`src/rtl/legv8_pkg.sv`:
```
// Shared LEGv8 pipeline definitions: datapath width, memory-stage FSM states
// and the control-bit bundle carried from EX into MEM.
package legv8_pkg;

  localparam int WORD = 64;

  typedef enum logic [1:0] {
    IDLE   = 2'd0,
    ACCESS = 2'd1,
    DONE   = 2'd2
  } mem_state_t;

  typedef struct packed {
    logic MemRead;
    logic MemWrite;
    logic MemtoReg;
    logic RegWrite;
    logic Branch;
    logic UncondBranch;
    logic CBNZ;
  } ctrl_t;

  // Doubleword accesses must sit on an 8-byte boundary.
  function automatic logic misaligned(input logic [2:0] addr_lsb);
    return |addr_lsb;
  endfunction

endpackage

```
`src/rtl/ex_mem_reg.sv`:
```
// EX/MEM pipeline latch: captures the EX results when the MEM stage accepts
// an instruction and holds them for the whole memory access.
module ex_mem_reg import legv8_pkg::*; #(
  parameter int W = legv8_pkg::WORD
) (
  input  logic         clk,
  input  logic         rst,
  input  logic         load_i,
  input  logic [W-1:0] alu_out_i,
  input  logic [W-1:0] br_tgt_i,
  input  logic [W-1:0] st_data_i,
  input  logic         z_i,
  input  logic [4:0]   rd_i,
  input  ctrl_t        ctrl_i,
  output logic [W-1:0] alu_out_o,
  output logic [W-1:0] br_tgt_o,
  output logic [W-1:0] st_data_o,
  output logic         z_o,
  output logic [4:0]   rd_o,
  output ctrl_t        ctrl_o
);

  logic [W-1:0] alu_out_q, br_tgt_q, st_data_q;
  logic         z_q;
  logic [4:0]   rd_q;
  ctrl_t        ctrl_q;

  always_ff @(posedge clk) begin
    if (rst) begin
      alu_out_q <= '0;
      br_tgt_q  <= '0;
      st_data_q <= '0;
      z_q       <= 1'b0;
      rd_q      <= '0;
      ctrl_q    <= '0;
    end else if (load_i) begin
      alu_out_q <= alu_out_i;
      br_tgt_q  <= br_tgt_i;
      st_data_q <= st_data_i;
      z_q       <= z_i;
      rd_q      <= rd_i;
      ctrl_q    <= ctrl_i;
    end
  end

  assign alu_out_o = alu_out_q;
  assign br_tgt_o  = br_tgt_q;
  assign st_data_o = st_data_q;
  assign z_o       = z_q;
  assign rd_o      = rd_q;
  assign ctrl_o    = ctrl_q;

endmodule

```
`src/rtl/mem_stage.sv`:
```
// LEGv8 memory-access stage: performs LDUR/STUR over a request/ready port,
// resolves branches and emits a one-cycle writeback beat.
module mem_stage import legv8_pkg::*; #(
  parameter int WORD    = legv8_pkg::WORD,
  parameter int TIMEOUT = 16
) (
  input  logic            clk,
  input  logic            rst,
  input  logic            ex_valid,
  output logic            ex_ready,
  input  logic [WORD-1:0] ALUOut,
  input  logic [WORD-1:0] ALU_res,
  input  logic [WORD-1:0] r_data2,
  input  logic            Z,
  input  logic [4:0]      rd,
  input  logic            MemRead,
  input  logic            MemWrite,
  input  logic            MemtoReg,
  input  logic            RegWrite,
  input  logic            Branch,
  input  logic            UncondBranch,
  input  logic            CBNZ,
  output logic            dm_req,
  output logic            dm_we,
  output logic [WORD-1:0] dm_addr,
  output logic [WORD-1:0] dm_wdata,
  input  logic            dm_ready,
  input  logic [WORD-1:0] dm_rdata,
  output logic            wb_valid,
  output logic [WORD-1:0] wb_data,
  output logic [4:0]      wb_rd,
  output logic            wb_RegWrite,
  output logic            PCSrc,
  output logic [WORD-1:0] br_target,
  output logic            align_err,
  output logic            bus_err
);

  localparam int CW = $clog2(TIMEOUT);

  mem_state_t      state_q, state_d;
  logic [CW-1:0]   cnt_q, cnt_d;
  logic            align_q, align_d;
  logic            bus_q, bus_d;
  logic [WORD-1:0] rdata_q, rdata_d;

  logic            accept;
  ctrl_t           ctrl_in, ctrl_q;
  logic [WORD-1:0] alu_q, tgt_q, wdata_q;
  logic            z_q;
  logic [4:0]      rd_q;

  assign ctrl_in = '{MemRead, MemWrite, MemtoReg, RegWrite, Branch, UncondBranch, CBNZ};
  assign accept  = ex_valid && (state_q == IDLE);

  ex_mem_reg #(.W(WORD)) u_latch (
    .clk       (clk),
    .rst       (rst),
    .load_i    (accept),
    .alu_out_i (ALUOut),
    .br_tgt_i  (ALU_res),
    .st_data_i (r_data2),
    .z_i       (Z),
    .rd_i      (rd),
    .ctrl_i    (ctrl_in),
    .alu_out_o (alu_q),
    .br_tgt_o  (tgt_q),
    .st_data_o (wdata_q),
    .z_o       (z_q),
    .rd_o      (rd_q),
    .ctrl_o    (ctrl_q)
  );

  always_comb begin
    state_d = state_q;
    cnt_d   = cnt_q;
    align_d = align_q;
    bus_d   = bus_q;
    rdata_d = rdata_q;
    case (state_q)
      IDLE: begin
        if (accept) begin
          cnt_d   = '0;
          align_d = 1'b0;
          bus_d   = 1'b0;
          if (!(MemRead || MemWrite)) begin
            state_d = DONE;
          end else if (misaligned(ALUOut[2:0])) begin
            state_d = DONE;
            align_d = 1'b1;
          end else begin
            state_d = ACCESS;
          end
        end
      end
      ACCESS: begin
        // A ready in the final wait cycle still wins over the timeout.
        if (dm_ready) begin
          rdata_d = dm_rdata;
          state_d = DONE;
        end else if (cnt_q == CW'(TIMEOUT - 1)) begin
          bus_d   = 1'b1;
          state_d = DONE;
        end else begin
          cnt_d = cnt_q + CW'(1);
        end
      end
      DONE: begin
        state_d = IDLE;
        align_d = 1'b0;
        bus_d   = 1'b0;
      end
      default: state_d = IDLE;
    endcase
  end

  always_ff @(posedge clk) begin
    if (rst) begin
      state_q <= IDLE;
      cnt_q   <= '0;
      align_q <= 1'b0;
      bus_q   <= 1'b0;
      rdata_q <= '0;
    end else begin
      state_q <= state_d;
      cnt_q   <= cnt_d;
      align_q <= align_d;
      bus_q   <= bus_d;
      rdata_q <= rdata_d;
    end
  end

  logic in_done;
  assign in_done = (state_q == DONE);

  assign ex_ready    = (state_q == IDLE);
  assign dm_req      = (state_q == ACCESS);
  assign dm_we       = dm_req && ctrl_q.MemWrite;
  assign dm_addr     = alu_q;
  assign dm_wdata    = wdata_q;
  assign wb_valid    = in_done;
  assign wb_data     = ctrl_q.MemtoReg ? rdata_q : alu_q;
  assign wb_rd       = rd_q;
  assign wb_RegWrite = in_done && ctrl_q.RegWrite && !align_q && !bus_q;
  assign PCSrc       = in_done && (ctrl_q.UncondBranch || (ctrl_q.Branch && (z_q ^ ctrl_q.CBNZ)));
  assign br_target   = tgt_q;
  assign align_err   = in_done && align_q;
  assign bus_err     = in_done && bus_q;

endmodule

```
`config.mk`:
```
export PLATFORM = sky130hd
export DESIGN_NAME = mem_stage
export DESIGN_NICKNAME = d
export VERILOG_FILES = /design/src/rtl/legv8_pkg.sv /design/src/rtl/ex_mem_reg.sv /design/src/rtl/mem_stage.sv
export SDC_FILE = /design/constraint.sdc
export NUM_CORES = 1
export LEC_CHECK = 0
export ABC_AREA = 1
export BUFFER_PORTS_ARGS = -buffer_cell sky130_fd_sc_hd__buf_2
export CAP_MARGIN = 20
export CORE_AREA = 2 2 212 214
export DETAILED_ROUTE_END_ITERATION = 16
export DIE_AREA = 0 0 214 216
export PLACE_DENSITY = 0.51
export REMOVE_ABC_BUFFERS = 1
export SYNTH_ARGS = -nofsm -noshare
export SYNTH_HDL_FRONTEND = slang
export SYNTH_HIERARCHICAL = 1
export SYNTH_SLANG_ARGS = --single-unit
```
`constraint.sdc`:
```
create_clock -name clk -period 1.95 [get_ports clk]
set_input_delay 0.195 -clock clk [delete_from_list [all_inputs] [get_ports clk]]
set_output_delay 0.195 -clock clk [all_outputs]
set_load 0.05 [all_outputs]
```
==> out/results.ini <==
[worst_setup_path]
critPathArrivalTime_ns=1.72
path_depth=4
r2r_start=state_q[0]
rr_endpoint=rdata_q[4]
setup.worst_path.end_class=output port
r2r_slack_ns=0.26
cp_data_required_time_ns=1.75
path_cells=buf_12, clkbuf_16, a21oi_1, buf_2
r2r_cells=6
cp_max_fo=19
crit_slowest_cell=dfxtp_4
critPathLaunchType=flop
path_class=reg -> out
path_buf_inv=3
max_stage_delay_ns=0.41
critPathTopFamily=buffers and inverters

[floorplan]
die_area_um2=46200
io_pins=542
die_x_um=214
core_um2=43800
initial_core_util_pct=27.3
rows=77
die_h_um=216

[timing]
skew_ns=0.0147
fin_ws_ns=0.0392
slew_headroom_pct=70.7
tightest_slew_ns=0.440
fmaxAchievable_mhz=523
setup_viol=0
layout_min_cycle_time_ns=1.91
fin_crit_sh_pct=98.0
drv_slew=0
finalHoldViolCount=0
rsz0062_at_grt=true

[grt]
grt_max_degree=70
grt_pass1_vias=13200
grt_antenna_before_repair=1
grt.overflow.total=0
track_usage_pct=17.6
grt_pass1_wl_um=66800

[synth]
ys_warn_count=6
syn_area_um2=12000
avgSynthCellArea_um2=6.66
synth_cells=1795

[cts]
cts-htree-levels=2
ctsLongestPathBuffers=3
cts-buffers-inserted=35
root_buffer=clkbuf_16
clk_pin_slew_ns=0.05
cts_tree=done
cts_num_sinks=276
worstSkewPairLatency_ns=0.52

[placed_design]
dp_hpwl_um=29100
gp_congestion=0.883
dp_slack_ns=0.272
port_buffers=541

[route]
first_pass_iters=5
drcViolationCount=0
route.detailed.vias_per_inst=4.13
vias=13200
drt_iter0_markers=555
ant_nets=0
wire_per_inst_um=13.1
finalWirelength_um=41900

[cells_and_area]
fin_nets=2859
drive_above_1_share_pct=25.5
nFillCells=4421
syn_to_final_growth_pct=61.5

[pwr]
finalPower_mw=19.4
powerDensity_nw_per_um2=1000
p_leak_nw=10.1
ir_drop_mv=0.571

[worst_hold_path]
min_path_cells=5
min_to=u_latch/br_tgt_o[55]
hp-class=in -> reg
hp-start=ALU_res[55]

[flow_run]
drv_cap=0

[run_status]
run_status=complete, no violations

==> tightest hold or removal path, stage by stage <==
cell and delay, ns:
buf_2 0.08, inv_1 0.04, nand2_1 0.05, nand2_1 0.05, nor2_1 0.08
==> metrics by stage <==
step	cells	area (µm²)	TNS (ns)	utilization [%]	hold slack, ns
global placement	2866	15100	0	34.5	0.437
CTS	3201	19100	-0.00141	43.6	0.00507
finish	3205	19300	0	44.1	0.0190
floorplan	1693	11200	-1233.02	-	0.264
global route	3204	19300	-0.334	44.1	0.0282
detailed placement	2866	15100	0	34.5	0.445
==> worst max-delay path by stage <==
stage                 startpoint             endpoint
2_1_floorplan         state_q[1]              align_q
3_3_place_gp          state_q[0]           rdata_q[4]
3_5_place_dp          state_q[1]  u_latch/br_tgt_o[0]
4_1_cts        u_latch/ctrl_o[4]          wb_data[54]
5_1_grt        u_latch/ctrl_o[4]          wb_data[54]
6_report       u_latch/ctrl_o[4]          wb_data[15]
==> repair_timing <==
item	CTS	global route
hold buffers	268	0
gates resized for setup	35	90
gates cloned	0	1
buffers inserted	4	2
setup endpoints to repair	65	55
endpoints found under the hold margin	268	0
==> flip-flops by register name, indices dropped and copies added (netlist names) <==
name               cells
align_q                1
bus_q                  1
cnt_q                  4
u_latch/st_data_o     64
u_latch/alu_out_o     64
state_q                2
rdata_q               64
u_latch/z_o            1
u_latch/rd_o           5
u_latch/br_tgt_o      64
u_latch/ctrl_o         6
==> power by group <==
group          switching [mW]  internal, mW  total [mW]
sequential              0.358          6.22        6.57
combinational            4.39          2.03        6.42
clock                    2.50          3.87        6.38
==> layout make-up <==
cell class              instances  area [µm²]  share of cell area, %
clock inverters                10        83.8                  0.434
flip-flops and latches        276        5530                   28.6
multi-input cells            1135        4630                   24.0
well taps                     592         741                   3.83
clock buffers                  53        1060                   5.47
repair buffers                855        6200                   32.1
diodes                          2        5.00                 0.0259
inverters                     282        1070                   5.54
==> metal layers <==
layer / global-route usage (%) / share of wire, %
met5: 0 / 0
met4: 6.81 / 3.2
met3: 5.92 / 8.3
met2: 30.4 / 47
met1: 20.1 / 42
==> cells in the final DEF, fill, tap and decap left out, drive strengths merged <==
cell	count
ha	1
nand3	12
clkbuf	67
xor2	1
nand2	432
nor2	487
clkinvlp	3
dfxtp	276
nor3	1
o21ai	64
buf	573
dlygate4sd3	268
or2	1
and3	1
clkinv	5
o21bai	1
nand4	2
mux2	1
bufinv	1
diode	2
inv	283
a21oi	131
Note: power is estimated with default switching activity, not from simulation.
